--- config.mk ---
export PLATFORM = sky130hd
export DESIGN_NAME = l15_xdcr_arb
export DESIGN_NICKNAME = d
export VERILOG_FILES = /design/src/rtl/l15_xdcr_pkg.sv /design/src/rtl/rr_arbiter.sv /design/src/rtl/l15_xdcr_arb.sv
export SDC_FILE = /design/constraint.sdc
export NUM_CORES = 1
export LEC_CHECK = 0
export BUFFER_PORTS_ARGS = -buffer_cell sky130_fd_sc_hd__buf_4
export CAP_MARGIN = 10
export CORE_AREA = 5 5 446 448
export CTS_BUF_LIST = sky130_fd_sc_hd__clkbuf_4
export DETAILED_ROUTE_END_ITERATION = 16
export DIE_AREA = 0 0 451 453
export SLEW_MARGIN = 5
export SYNTH_ARGS = -nofsm -noshare
export SYNTH_HDL_FRONTEND = slang
export SYNTH_SLANG_ARGS = --single-unit
--- constraint.sdc ---
create_clock -name clk -period 1.9 [get_ports clk]
set_clock_uncertainty 0.05 [all_clocks]
set_input_delay 0.19 -clock clk [delete_from_list [all_inputs] [get_ports clk]]
set_output_delay 0.19 -clock clk [all_outputs]
set_load 0.01 [all_outputs]
--- src/rtl/l15_xdcr_pkg.sv ---
// Shared encodings for the L1.5 transducer arbiter: FSM states and broadcast return types.
package l15_xdcr_pkg;

   typedef enum logic {REQ_IDLE, REQ_LOCK} req_state_e;
   typedef enum logic {RSP_IDLE, RSP_DELIVER} rsp_state_e;

   localparam logic [3:0] L15_RET_INVAL = 4'b0011;
   localparam logic [3:0] L15_RET_INT   = 4'b0111;

   function automatic logic is_bcast(input logic [3:0] rt);
      return (rt == L15_RET_INVAL) || (rt == L15_RET_INT);
   endfunction

endpackage

--- src/rtl/rr_arbiter.sv ---
// Round-robin picker: first requester at or after ptr, wrapping modulo NUM_CH.
module rr_arbiter #(
   parameter int unsigned NUM_CH = 2,
   parameter int unsigned IDX_W  = $clog2(NUM_CH)
) (
   input  logic [NUM_CH-1:0] req,
   input  logic [IDX_W-1:0]  ptr,
   output logic [NUM_CH-1:0] gnt_onehot,
   output logic [IDX_W-1:0]  gnt_idx,
   output logic              any
);

   logic        found;
   int unsigned c;

   always_comb begin
      gnt_onehot = '0;
      gnt_idx    = '0;
      found      = 1'b0;
      c          = 0;
      for (int unsigned k = 0; k < NUM_CH; k++) begin
         c = (32'(ptr) + k) % NUM_CH;
         if (!found && req[c]) begin
            found         = 1'b1;
            gnt_onehot[c] = 1'b1;
            gnt_idx       = IDX_W'(c);
         end
      end
   end

   assign any = |req;

endmodule

--- src/rtl/l15_xdcr_arb.sv ---
// Arbitrates NUM_CH transducer channels onto one L1.5 request port and fans
// L1.5 responses back out, tracking one in-flight request per channel.
module l15_xdcr_arb
   import l15_xdcr_pkg::*;
#(
   parameter int unsigned NUM_CH = 2,
   parameter int unsigned TID_W  = 1,
   parameter int unsigned REQ_W  = 180,
   parameter int unsigned RSP_W  = 300
) (
   input  logic                    clk,
   input  logic                    rst_n,
   input  logic [NUM_CH-1:0]       ch_req_val,
   input  logic [NUM_CH*REQ_W-1:0] ch_req_payload,
   output logic [NUM_CH-1:0]       ch_req_ack,
   output logic                    xdcr_l15_val,
   output logic [REQ_W-1:0]        xdcr_l15_payload,
   output logic [TID_W-1:0]        xdcr_l15_threadid,
   input  logic                    l15_xdcr_ack,
   input  logic                    l15_xdcr_val,
   input  logic [3:0]              l15_xdcr_returntype,
   input  logic [TID_W-1:0]        l15_xdcr_threadid,
   input  logic [RSP_W-1:0]        l15_xdcr_payload,
   output logic                    xdcr_l15_req_ack,
   output logic [NUM_CH-1:0]       ch_rsp_val,
   output logic [3:0]              ch_rsp_returntype,
   output logic [RSP_W-1:0]        ch_rsp_payload,
   input  logic [NUM_CH-1:0]       ch_rsp_ack,
   output logic [NUM_CH-1:0]       outstanding,
   output logic                    err_unexp_rsp
);

   localparam int unsigned IDX_W = $clog2(NUM_CH);

   if (NUM_CH < 2 || NUM_CH > 8 || NUM_CH > (1 << TID_W)) begin : g_param_check
      $error("l15_xdcr_arb: NUM_CH must be 2..8 and fit in TID_W");
   end

   // Request side
   req_state_e        req_state_q;
   logic [NUM_CH-1:0] owner_oh_q;
   logic [IDX_W-1:0]  owner_idx_q;
   logic [IDX_W-1:0]  rr_ptr_q;
   logic [NUM_CH-1:0] eligible;
   logic [NUM_CH-1:0] gnt_onehot;
   logic [IDX_W-1:0]  gnt_idx;
   logic              gnt_any;

   assign eligible   = ch_req_val & ~outstanding;
   assign ch_req_ack = (req_state_q == REQ_LOCK && l15_xdcr_ack) ? owner_oh_q : '0;

   rr_arbiter #(
      .NUM_CH (NUM_CH)
   ) u_rr_arbiter (
      .req        (eligible),
      .ptr        (rr_ptr_q),
      .gnt_onehot (gnt_onehot),
      .gnt_idx    (gnt_idx),
      .any        (gnt_any)
   );

   always_ff @(posedge clk or negedge rst_n) begin
      if (!rst_n) begin
         req_state_q       <= REQ_IDLE;
         owner_oh_q        <= '0;
         owner_idx_q       <= '0;
         rr_ptr_q          <= '0;
         xdcr_l15_val      <= 1'b0;
         xdcr_l15_payload  <= '0;
         xdcr_l15_threadid <= '0;
      end else begin
         case (req_state_q)
            REQ_IDLE: begin
               if (gnt_any) begin
                  req_state_q       <= REQ_LOCK;
                  owner_oh_q        <= gnt_onehot;
                  owner_idx_q       <= gnt_idx;
                  xdcr_l15_val      <= 1'b1;
                  xdcr_l15_payload  <= ch_req_payload[gnt_idx*REQ_W +: REQ_W];
                  xdcr_l15_threadid <= TID_W'(gnt_idx);
               end
            end
            REQ_LOCK: begin
               if (l15_xdcr_ack) begin
                  req_state_q  <= REQ_IDLE;
                  xdcr_l15_val <= 1'b0;
                  rr_ptr_q     <= (owner_idx_q == IDX_W'(NUM_CH - 1)) ? '0 : owner_idx_q + 1'b1;
               end
            end
         endcase
      end
   end

   // Response side
   rsp_state_e        rsp_state_q;
   logic [NUM_CH-1:0] pending_q;
   logic [NUM_CH-1:0] pending_nxt;
   logic [NUM_CH-1:0] tid_hit;
   logic [NUM_CH-1:0] rsp_clr;
   logic              rsp_unicast_q;
   logic              in_bcast;
   logic              rsp_accept;

   always_comb begin
      tid_hit = '0;
      for (int i = 0; i < NUM_CH; i++) begin
         tid_hit[i] = (l15_xdcr_threadid == TID_W'(i));
      end
   end

   assign in_bcast         = is_bcast(l15_xdcr_returntype);
   assign rsp_accept       = (rsp_state_q == RSP_IDLE) && l15_xdcr_val;
   assign xdcr_l15_req_ack = rsp_accept && rst_n;
   assign pending_nxt      = pending_q & ~ch_rsp_ack;
   assign ch_rsp_val       = pending_q;
   assign rsp_clr = (rsp_state_q == RSP_DELIVER && rsp_unicast_q) ? (pending_q & ch_rsp_ack) : '0;

   always_ff @(posedge clk or negedge rst_n) begin
      if (!rst_n) begin
         rsp_state_q       <= RSP_IDLE;
         pending_q         <= '0;
         rsp_unicast_q     <= 1'b0;
         ch_rsp_returntype <= '0;
         ch_rsp_payload    <= '0;
      end else begin
         case (rsp_state_q)
            RSP_IDLE: begin
               if (l15_xdcr_val) begin
                  rsp_state_q       <= RSP_DELIVER;
                  ch_rsp_returntype <= l15_xdcr_returntype;
                  ch_rsp_payload    <= l15_xdcr_payload;
                  rsp_unicast_q     <= !in_bcast;
                  // An out-of-range threadid yields an empty mask: the response is dropped.
                  pending_q         <= in_bcast ? '1 : tid_hit;
               end
            end
            RSP_DELIVER: begin
               pending_q <= pending_nxt;
               if (pending_nxt == '0) rsp_state_q <= RSP_IDLE;
            end
         endcase
      end
   end

   // A new grant's set wins over a same-cycle response clear.
   always_ff @(posedge clk or negedge rst_n) begin
      if (!rst_n) begin
         outstanding   <= '0;
         err_unexp_rsp <= 1'b0;
      end else begin
         outstanding <= (outstanding & ~rsp_clr) | ch_req_ack;
         if (rsp_accept && !in_bcast && ((tid_hit == '0) || ((tid_hit & ~outstanding) != '0))) begin
            err_unexp_rsp <= 1'b1;
         end
      end
   end

endmodule

==> results.yml, run 1 <==
floorplan:
  die_w_um: 451
  die_h_um: 453
  pin_count: 1167
  fp-row-count: 162
  start_util: 0.123
placed_design:
  gp_congestion: 0.977
  dpl_worst_slack_ns: 0.0818
  io_buffers: 1166
  dpl.hpwl_mm: 131
yosys:
  synth.distinct_cells: 32
  yosys.area.top_type: "dfrtp_1"
  ys_top_cells_by_count: "dfrtp_1, mux2_2, o21ai_0"
  synth_compound_area_frac: 0.188
  synth_xor_area_frac: 0
  async_flop_share: 1.00
  synth_seq_cells: 497
  syn_area_per_cell_sq_um: 12.2
  netlist_instances: 1955
  synth.most_common_cell: "dfrtp_1"
  synthTopCellsByArea: "dfrtp_1, mux2_2, and3b_1"
  synth_fa_ha_area_frac: 0
  synth_top_family_by_area: "compound AO/OA/AOI/OAI gates"
  seq_area_frac_synth: 0.522
  synth_edf_count: 0
  synth_simple_gate_area_frac: 0.0720
  ys_warn_count: 0
  synth_top_area_frac: 0.522
  synth_mux_area_frac: 0.146
  syn_nets: 2628
  syn-cell-area_sq_um: 23800
  synth_flop_cell: "dfrtp_1"
status:
  stop_error: "[ERROR RSZ-0060] Max buffer count reached."
  lastStage: "clock tree synthesis (4_1_cts)"
  status: "stopped before the end"
cts:
  cts.sinks: 497
  cts_setup_buffers: 96
  cts.repair.resized: 597
  postCtsHoldBufs: 1188
  numCtsBuffers: 153
  cts_root_buffer: "clkbuf_4"
  h-tree-depth: 4
  clk_path_buf_depth: 3
[through the flow]
stage          area, sq um  std cells   util  hold slack (ns)
3_5_place_dp         36300       5567  0.187           0.0773
2_1_floorplan        23800       1955      -           -0.156
3_3_place_gp         36300       5567  0.187           0.0781
[logic make-up after synthesis]
kind of cell           after synthesis
AO/OA/AOI/OAI                      552
flip-flops                         497
buffers and inverters              395
multiplexers                       308
AND/OR/NAND/NOR                    203
==> run 2: changes to the inputs <==
Settings changed: CORE_AREA 5 5 446 448 to 5 5 451 453, CTS_BUF_LIST sky130_fd_sc_hd__clkbuf_4 to unset, DIE_AREA 0 0 451 453 to 0 0 456 458, PLACE_DENSITY_LB_ADDON set to 0.15.
==> results.yml, run 2 <==
power_and_ir_drop:
  comb_power_share: 0.503
  power_switching_mw: 26.5
  swShare: 0.392
  p_clk_frac: 0.206
  vdd_ir_drop_max_v: 0.000630
  power.density_nw_per_um2: 1460
  p_seq_frac: 0.291
  p_leak_nw: 21.1
  intPower_mw: 41.1
floorplan:
  die_h_um: 458
  core_sq_um: 199000
  pin_count: 1167
  die_w_um: 456
  dieArea_sq_um: 209000
  start_util: 0.120
  fp-row-count: 164
yosys:
  syn_nets: 2628
  synth.most_common_cell: "dfrtp_1"
  ys_warn_count: 0
  async_flop_share: 1.00
  netlist_instances: 1955
  synth_seq_cells: 497
  synth.distinct_cells: 32
  synth_top_area_frac: 0.522
  yosys.area.top_type: "dfrtp_1"
  seq_area_frac_synth: 0.522
  synth_flop_cell: "dfrtp_1"
  synth_edf_count: 0
  ys_top_cells_by_count: "dfrtp_1, mux2_2, o21ai_0"
  synthTopCellsByArea: "dfrtp_1, mux2_2, and3b_1"
  syn-cell-area_sq_um: 23800
  syn_area_per_cell_sq_um: 12.2
final_layout:
  fillers: 21500
  design_area_sq_um: 46400
  most-common-layout-cells: "buf_4, dlygate4sd3_1, dfrtp_1"
  fin_cells: 6527
  area_growth_pct: 95.0
  top_register: "ch_rsp_payload"
  top_regs: "ch_rsp_payload (300), xdcr_l15_payload (180), ch_rsp_returntype (4)"
  num-nets-final: 4466
  largest_register_ff_count: 300
  drive_gt1_frac: 0.482
  final_common_cell: "buf_4"
hold_path:
  holdCritPathClass: "in2reg"
global_route:
  grt_usage: 0.137
  grt_max_degree: 108
  grt_overflow: 0
  grt_pass1_wl_mm: 208
  grt_pass1_vias: 26200
  antenna_found_initial: 26
detailed_routing:
  drc: 0
  routed_via_density: 3.68
  ant_nets: 0
  drtPass1Iterations: 5
  routed-via-count: 24000
  wl_per_cell_um: 23.1
  drtIter0Drc: 1076
  wl_mm: 150
setup_path:
  criticalPathCategory: "reg2reg"
  worstPathArrival_ns: 2.40
  worstPathRequired_ns: 2.40
  end_kind: "flip-flop"
  crit_fanout: 84
  critPathLaunchType: "flip-flop"
placed_design:
  placed_cell_area_sq_um: 36600
  dpl.hpwl_mm: 112
  io_buffers: 1166
  place_inst: 5678
  gp_congestion: 0.794
cts:
  clock_latency_ns: 0.69
  clk_pin_slew_ns: 0.06
  clk_path_buf_depth: 3
  h-tree-depth: 3
  cts_tree: "yes"
  numCtsBuffers: 74
  cts.sinks: 497
  cts_root_buffer: "clkbuf_16"
timing:
  slew_violations: 0
  hold_viol: 0
  setup_violations: 0
  min_period_ns: 1.90
  worstMarginPinSlew_ns: 0.676
  rsz0062_at_grt: "true"
  max_freq_ghz: 0.528
  relSlewSlack: 0.549
  finalCritPeriodShare: 0.998
job:
  maxCapViolCount: 0
status:
  status: "finished, final reports clean"
==> run 2: cell counts after synthesis <==
Identical to the previous run, type by type.
==> run 2: power groups by stage <==
stage | Sequential, mW | Clock, mW | Combinational [mW]
3_5_place_dp | 19.9 | 0 | 32.2
6_report | 19.7 | 13.9 | 34.0
3_3_place_gp | 19.8 | 0 | 32.3
2_1_floorplan | 21.2 | 0 | 12.2
5_1_grt | 20.4 | 15.0 | 36.5
4_1_cts | 19.8 | 14.7 | 34.3
==> run 2: stage by stage <==
| step | hold slack (ns) | total power, mW | setup TNS [ns] | setup WS (ns) | utilization |
|---|---|---|---|---|---|
| after floorplan | -0.156 | 33.4 | 0 | 0.195 | - |
| after global placement | 0.128 | 52.1 | 0 | 0.0253 | 0.184 |
| after detailed placement | 0.134 | 52.1 | -0.0533 | -0.0294 | 0.184 |
| after CTS | 0.0121 | 68.8 | -0.101 | -0.0505 | 0.231 |
| after global routing | 0.0616 | 71.9 | -0.254 | -0.0307 | 0.233 |
| final | 0.110 | 67.6 | 0 | 0.00460 | 0.233 |
==> run 2: what timing repair did <==
action / CTS / global route
endpoints found under the setup margin: 6 / 116
gates resized for setup: 13 / 36
hold endpoints to repair: 991 / 0
cloned: 4 / 5
hold buffers: 669 / 0
setup buffers: 8 / 10
pin swaps: 2 / 2
==> run 2: per-layer routing <==
metal	GRT usage	share of wire	vias to the layer above	wire, um
li1	-	-	11000	-
met1	0.157	0.39	12100	59400
met2	0.250	0.53	758	79100
met3	0.0342	0.052	174	7870
met4	0.0410	0.027	2	4090
met5	0	0.000086	-	13
==> run 2: logic make-up (layout without fill, tap and decap cells) <==
logic type,Yosys count,in the layout,synth area share
flip-flops,497,497,0.522
other,0,19,0
AO/OA/AOI/OAI,552,552,0.188
multiplexers,308,308,0.146
buffers and inverters,395,2292,0.0716
AND/OR/NAND/NOR,203,203,0.0720
==> run 2: final cells by class <==
type | instances | area (sq um) | area share
diodes | 19 | 47.5 | 0.00102
repair buffers | 1977 | 17600 | 0.379
flip-flops and latches | 497 | 12400 | 0.268
clock inverters | 26 | 295 | 0.00636
multi-input cells | 1063 | 9930 | 0.214
clock buffers | 109 | 2110 | 0.0455
inverters | 180 | 676 | 0.0146
well taps | 2656 | 3320 | 0.0716
==> run 2: final timing paths <==
path                            slack, ns                    to  cells after the start           startpoint
max in group asynchronous            0.82   ch_rsp_payload[114]                      4                rst_n
worst min-delay path                 0.11  xdcr_l15_payload[88]                      4  ch_req_payload[268]
min in group asynchronous            0.13   ch_rsp_payload[224]                      3                rst_n
worst min register to register       0.43         err_unexp_rsp                      1        err_unexp_rsp
worst max-delay path                0.005   xdcr_l15_payload[8]                      4          req_state_q
worst max register to register      0.005   xdcr_l15_payload[8]                      4          req_state_q
==> run 2: worst max-delay path, stage by stage (launching register included) <==
cell	delay, ns
dfrtp_4	0.51
buf_4	0.21
buf_12	0.19
a221oi_1	0.49
a22oi_1	0.12
(Power assumes the default switching activity.)
==> run 3: changes to the inputs <==
Settings changed: ABC_AREA set to 1, CORE_AREA 5 5 451 453 to 5 5 448 450, DIE_AREA 0 0 456 458 to 0 0 453 455, SLEW_MARGIN 5 to unset.
==> results.yml, run 3 <==
status:
  status: "finished, final reports clean"
global_route:
  antenna_found_initial: 28
  grt_overflow: 0
  grt_usage: 0.133
  grt_max_degree: 81
  grt_pass1_vias: 27000
  grt_pass1_wl_mm: 199
yosys:
  ys_top_cells_by_count: "nand2_1, dfrtp_1, inv_1, nand3_1, buf_2"
  ys_warn_count: 0
  syn-cell-area_sq_um: 22100
  synth.distinct_cells: 17
  synth_flop_cell: "dfrtp_1"
  synth_top_area_frac: 0.562
  synth_seq_cells: 497
  yosys.area.top_type: "dfrtp_1"
  async_flop_share: 1.00
  synth.most_common_cell: "nand2_1"
  syn_nets: 3569
  synthTopCellsByArea: "dfrtp_1, nand2_1, nand3_1"
  seq_area_frac_synth: 0.562
  syn_area_per_cell_sq_um: 7.64
  synth_edf_count: 0
  netlist_instances: 2896
setup_path:
  crit_fanout: 2
  criticalPathCategory: "reg2out"
  critPathLaunchType: "flip-flop"
  worstPathRequired_ns: 1.66
  worstPathArrival_ns: 1.56
  end_kind: "primary output"
power_and_ir_drop:
  vdd_ir_drop_max_v: 0.000722
  power_mw: 55.2
  power.density_nw_per_um2: 1250
  p_leak_nw: 23.6
timing:
  rsz0062_at_grt: "true"
  relSlewSlack: 0.525
  slew_violations: 0
  worstMarginPinSlew_ns: 0.710
  max_freq_ghz: 0.554
  setup_violations: 0
  finalCritPeriodShare: 0.950
  hold_viol: 0
  min_period_ns: 1.80
detailed_routing:
  wl_per_cell_um: 19.3
  wl_mm: 144
  ant_nets: 0
  drc: 0
  routed-via-count: 25500
  routed_via_density: 3.42
  drtIter0Drc: 1233
  drtPass1Iterations: 5
floorplan:
  fp-row-count: 163
  die_w_um: 453
  core_sq_um: 196000
  start_util: 0.113
  die_h_um: 455
  dieArea_sq_um: 206000
  pin_count: 1167
final_layout:
  final_common_cell: "nand2_1"
  largest_register_ff_count: 300
  most-common-layout-cells: "nand2_1, buf_4, dlygate4sd3_1"
  top_regs: "ch_rsp_payload (300), xdcr_l15_payload (180), ch_rsp_returntype (4)"
  top_register: "ch_rsp_payload"
  drive_gt1_frac: 0.292
  num-nets-final: 5434
  utilization: 0.225
  area_growth_pct: 99.7
cts:
  cts_tree: "yes"
  clk_path_buf_depth: 3
  h-tree-depth: 3
  clk_pin_slew_ns: 0.06
  numCtsBuffers: 73
  cts_root_buffer: "clkbuf_16"
  cts.sinks: 497
  clock_latency_ns: 0.66
job:
  maxCapViolCount: 0
hold_path:
  holdCritPathClass: "in2async"
placed_design:
  gp_congestion: 0.837
  dpl.hpwl_mm: 111
  io_buffers: 1166
-- run 3: cell types whose count changed in the layout (fill, tap and decap cells not counted), sizes merged, moves of 180 or more --
cell / change
nand3: +365
inv: +199
a22oi: -180
and3b: -180
mux2: -305
a221oi: -180
nand2: +1467
-- run 3: kinds of logic (layout without fill, tap and decap cells) --
logic type,count (synthesis),count (layout),share of synthesized area
compound gates,13,13,0.00322
buf+inv,540,2457,0.0997
flops,497,497,0.562
other cells,0,17,0
simple gates,1846,1846,0.335
-- run 3: critical path, cell delays in order (launching register included) --
cell     delay (ns)
dfrtp_1        0.40
nor2_4         0.21
inv_12         0.07
nor2_4         0.09
buf_6          0.12
-- run 3: where the power goes --
| group | internal (mW) | leakage [nW] | total, mW | switching (mW) |
|---|---|---|---|---|
| sequential | 14.6 | 6.10 | 17.2 | 2.60 |
| clock | 8.22 | 1.18 | 14.1 | 5.87 |
| combinational | 10.5 | 16.3 | 23.9 | 13.4 |
-- run 3: final timing paths --
check	slack, ns	to	depth (start not counted)	start
max in group asynchronous	0.51	ch_rsp_payload[230]	3	rst_n
hold reg to reg	0.42	ch_rsp_payload[249]	2	ch_rsp_payload[249]
setup / recovery	0.1	xdcr_l15_req_ack	4	rsp_state_q
hold / removal	0.18	ch_rsp_payload[189]	3	rst_n
min in group clk	0.19	ch_rsp_payload[26]	4	l15_xdcr_payload[26]
setup reg to reg	0.14	xdcr_l15_payload[144]	8	outstanding[1]
-- run 3: what timing repair did --
| item | in CTS | in global routing |
|---|---|---|
| gates cloned | 3 | 0 |
| endpoints found under the setup margin | 3 | 16 |
| pin swaps | 1 | 1 |
| hold buffers | 675 | 0 |
| buffers inserted | 5 | 0 |
| hold endpoints to repair | 993 | 0 |
| resized for setup | 11 | 3 |
-- run 3: layer usage --
| layer | vias to the layer above | track usage | share of wire |
|---|---|---|---|
| met4 | 0 | 0.0640 | 0.048 |
| met3 | 213 | 0.0320 | 0.061 |
| li1 | 12400 | - | - |
| met5 | - | 0 | 0 |
| met2 | 816 | 0.244 | 0.52 |
| met1 | 12100 | 0.144 | 0.37 |
-- run 3: cell type report --
type	instances	area, sq um
timing repair buffer	1954	17000
tap	2640	3300
inverter	374	1430
sequential	497	12400
antenna	17	42.5
clock inverter	21	314
multi-input combinational	1859	7520
timing repair inverter	2	17.5
clock buffer	106	2110
fill	22000	152000
-- run 3: metrics by stage --
stage / instance area, sq um / hold WS, ns / instances / worst slack [ns] / setup TNS [ns]
3_3_place_gp: 34800 / 0.0421 / 6644 / 0.120 / 0
3_5_place_dp: 34800 / 0.0388 / 6644 / 0.112 / 0
5_1_grt: 44200 / 0.117 / 7467 / -0.0634 / -0.0634
2_1_floorplan: 22100 / -0.156 / 2896 / 0.454 / 0
4_1_cts: 44100 / 0.0638 / 7453 / -0.0800 / -0.0800
6_report: 44200 / 0.175 / 7470 / 0.0954 / 0
==> run 4: changes to the inputs <==
Settings changed: GPL_TIMING_DRIVEN set to 0, HOLD_SLACK_MARGIN set to 0.06.
==> results.yml, run 4 (synthesis results as in run 3) <==
floorplan:
  start_util: 0.113
  die_w_um: 453
  fp-row-count: 163
  core_sq_um: 196000
  pin_count: 1167
  die_h_um: 455
  dieArea_sq_um: 206000
final_layout:
  largest_register_ff_count: 300
  most-common-layout-cells: "nand2_1, buf_4, dlygate4sd3_1"
  area_growth_pct: 101
  top_register: "ch_rsp_payload"
  utilization: 0.226
  num-nets-final: 5517
  top_regs: "ch_rsp_payload (300), xdcr_l15_payload (180), ch_rsp_returntype (4)"
  drive_gt1_frac: 0.299
  final_common_cell: "nand2_1"
status:
  status: "finished, final reports clean"
detailed_routing:
  met3_length_mm: 10.1
  drc: 0
  drtIter0Drc: 1307
  routed.top_layer: "met5"
  wl_met2_mm: 77.2
  wl_per_cell_um: 20.0
  wl_mm: 151
  routed_via_density: 3.42
  routed-via-count: 25900
  drt-met1-wl_mm: 54.6
  ant_nets: 0
  drtPass1Iterations: 5
setup_path:
  criticalPathCategory: "reg2out"
  critPathLaunchType: "flip-flop"
  worstPathRequired_ns: 1.66
  end_kind: "primary output"
  worstPathArrival_ns: 1.59
  rr_startpoint: "outstanding[0]"
  cp-startpoint: "rsp_state_q"
  crit_fanout: 4
placed_design:
  gp_congestion: 0.862
  dpl.hpwl_mm: 119
  io_buffers: 1166
power_and_ir_drop:
  intPower_mw: 33.3
  p_leak_nw: 23.8
  comb_power_share: 0.437
  swShare: 0.401
  power_switching_mw: 22.3
  power.density_nw_per_um2: 1250
  vdd_ir_drop_max_v: 0.000576
  p_seq_frac: 0.308
  p_clk_frac: 0.255
timing:
  slew_violations: 0
  relSlewSlack: 0.411
  finalCritPeriodShare: 0.965
  setup_violations: 0
  setup_tns_ns: 0
  min_period_ns: 1.83
  max_freq_ghz: 0.545
  hold_viol: 0
  worstMarginPinSlew_ns: 0.881
  rsz0062_at_grt: "true"
global_route:
  grt_overflow: 0
  grt_max_degree: 92
  grt_pass1_wl_mm: 203
  grt_usage: 0.138
  grt_pass1_vias: 27000
  antenna_found_initial: 30
cts:
  numCtsBuffers: 73
  cts_tree: "yes"
  clk_path_buf_depth: 3
  clk_pin_slew_ns: 0.06
  cts_root_buffer: "clkbuf_16"
  h-tree-depth: 3
  cts.sinks: 497
  clock_latency_ns: 0.67
job:
  maxCapViolCount: 0
hold_path:
  holdCritPathClass: "in2async"
==> run 4: changes by cell type in the layout (fill, tap and decap cells not counted), sizes merged, moves of 2 or more <==
cell	change
clkbuf	+58
bufinv	+2
buf	+16
dlygate4sd3	+7
==> run 4: final cells by class <==
type,count,area (sq um)
diodes,18,45.0
plain buffers,161,1040
multi-input cells,1860,7540
repair buffers,1877,16200
clock buffers,105,2110
clock inverters,23,292
inverters,374,1410
fillers,22000,152000
flip-flops and latches,497,12400
well taps,2640,3300
==> run 4: metal layers <==
layer | global-route usage | up-vias
li1 | - | 12600
met1 | 0.145 | 12100
met2 | 0.249 | 870
met3 | 0.0394 | 242
met4 | 0.0768 | 8
met5 | 0 | -
==> run 4: through the flow <==
stage                     power [mW]  worst slack [ns]  hold WS [ns]  area, sq um  instances
after detailed placement        40.2            -0.762         0.257        34300       6707
after global placement          40.2             -6.15         0.342        34200       6702
after global routing            59.4           -0.0745        0.0814        44400       7548
after CTS                       56.9            -0.300        -0.629        43900       7518
after floorplan                 25.8             0.454        -0.156        22100       2896
final                           55.5            0.0658         0.120        44400       7555
==> run 4: repair_timing <==
item,CTS,global route
hold endpoints to repair,756,298
cloned,4,1
hold buffers,673,18
setup endpoints to repair,440,173
setup buffers,9,3
pin swaps,4,3
resized for setup,84,61
==> run 4: worst max-delay path, cell delays in order, from the launching register on <==
cell and delay [ns]:
dfrtp_2 0.42, nor2_4 0.17, inv_4 0.08, nor2_4 0.09, buf_8 0.16
==> run 4: worst paths after layout <==
| path | cells after the start | slack (ns) | to |
|---|---|---|---|
| setup / recovery | 4 | 0.07 | xdcr_l15_req_ack |
| hold reg to reg | 2 | 0.42 | ch_rsp_payload[289] |
| min in group clk | 7 | 0.17 | ch_rsp_payload[296] |
| hold / removal | 3 | 0.12 | ch_rsp_payload[156] |
| setup reg to reg | 8 | 0.09 | xdcr_l15_payload[21] |
| max in group asynchronous | 7 | 0.29 | xdcr_l15_payload[120] |
==> run 4: power by group through the flow <==
stage	combinational [mW]	clock (mW)	sequential (mW)
CTS	24.9	14.9	17.1
finish	24.3	14.2	17.1
detailed placement	23.0	0	17.2
floorplan	7.16	0	18.6
global placement	23.0	0	17.2
global route	26.5	15.2	17.6
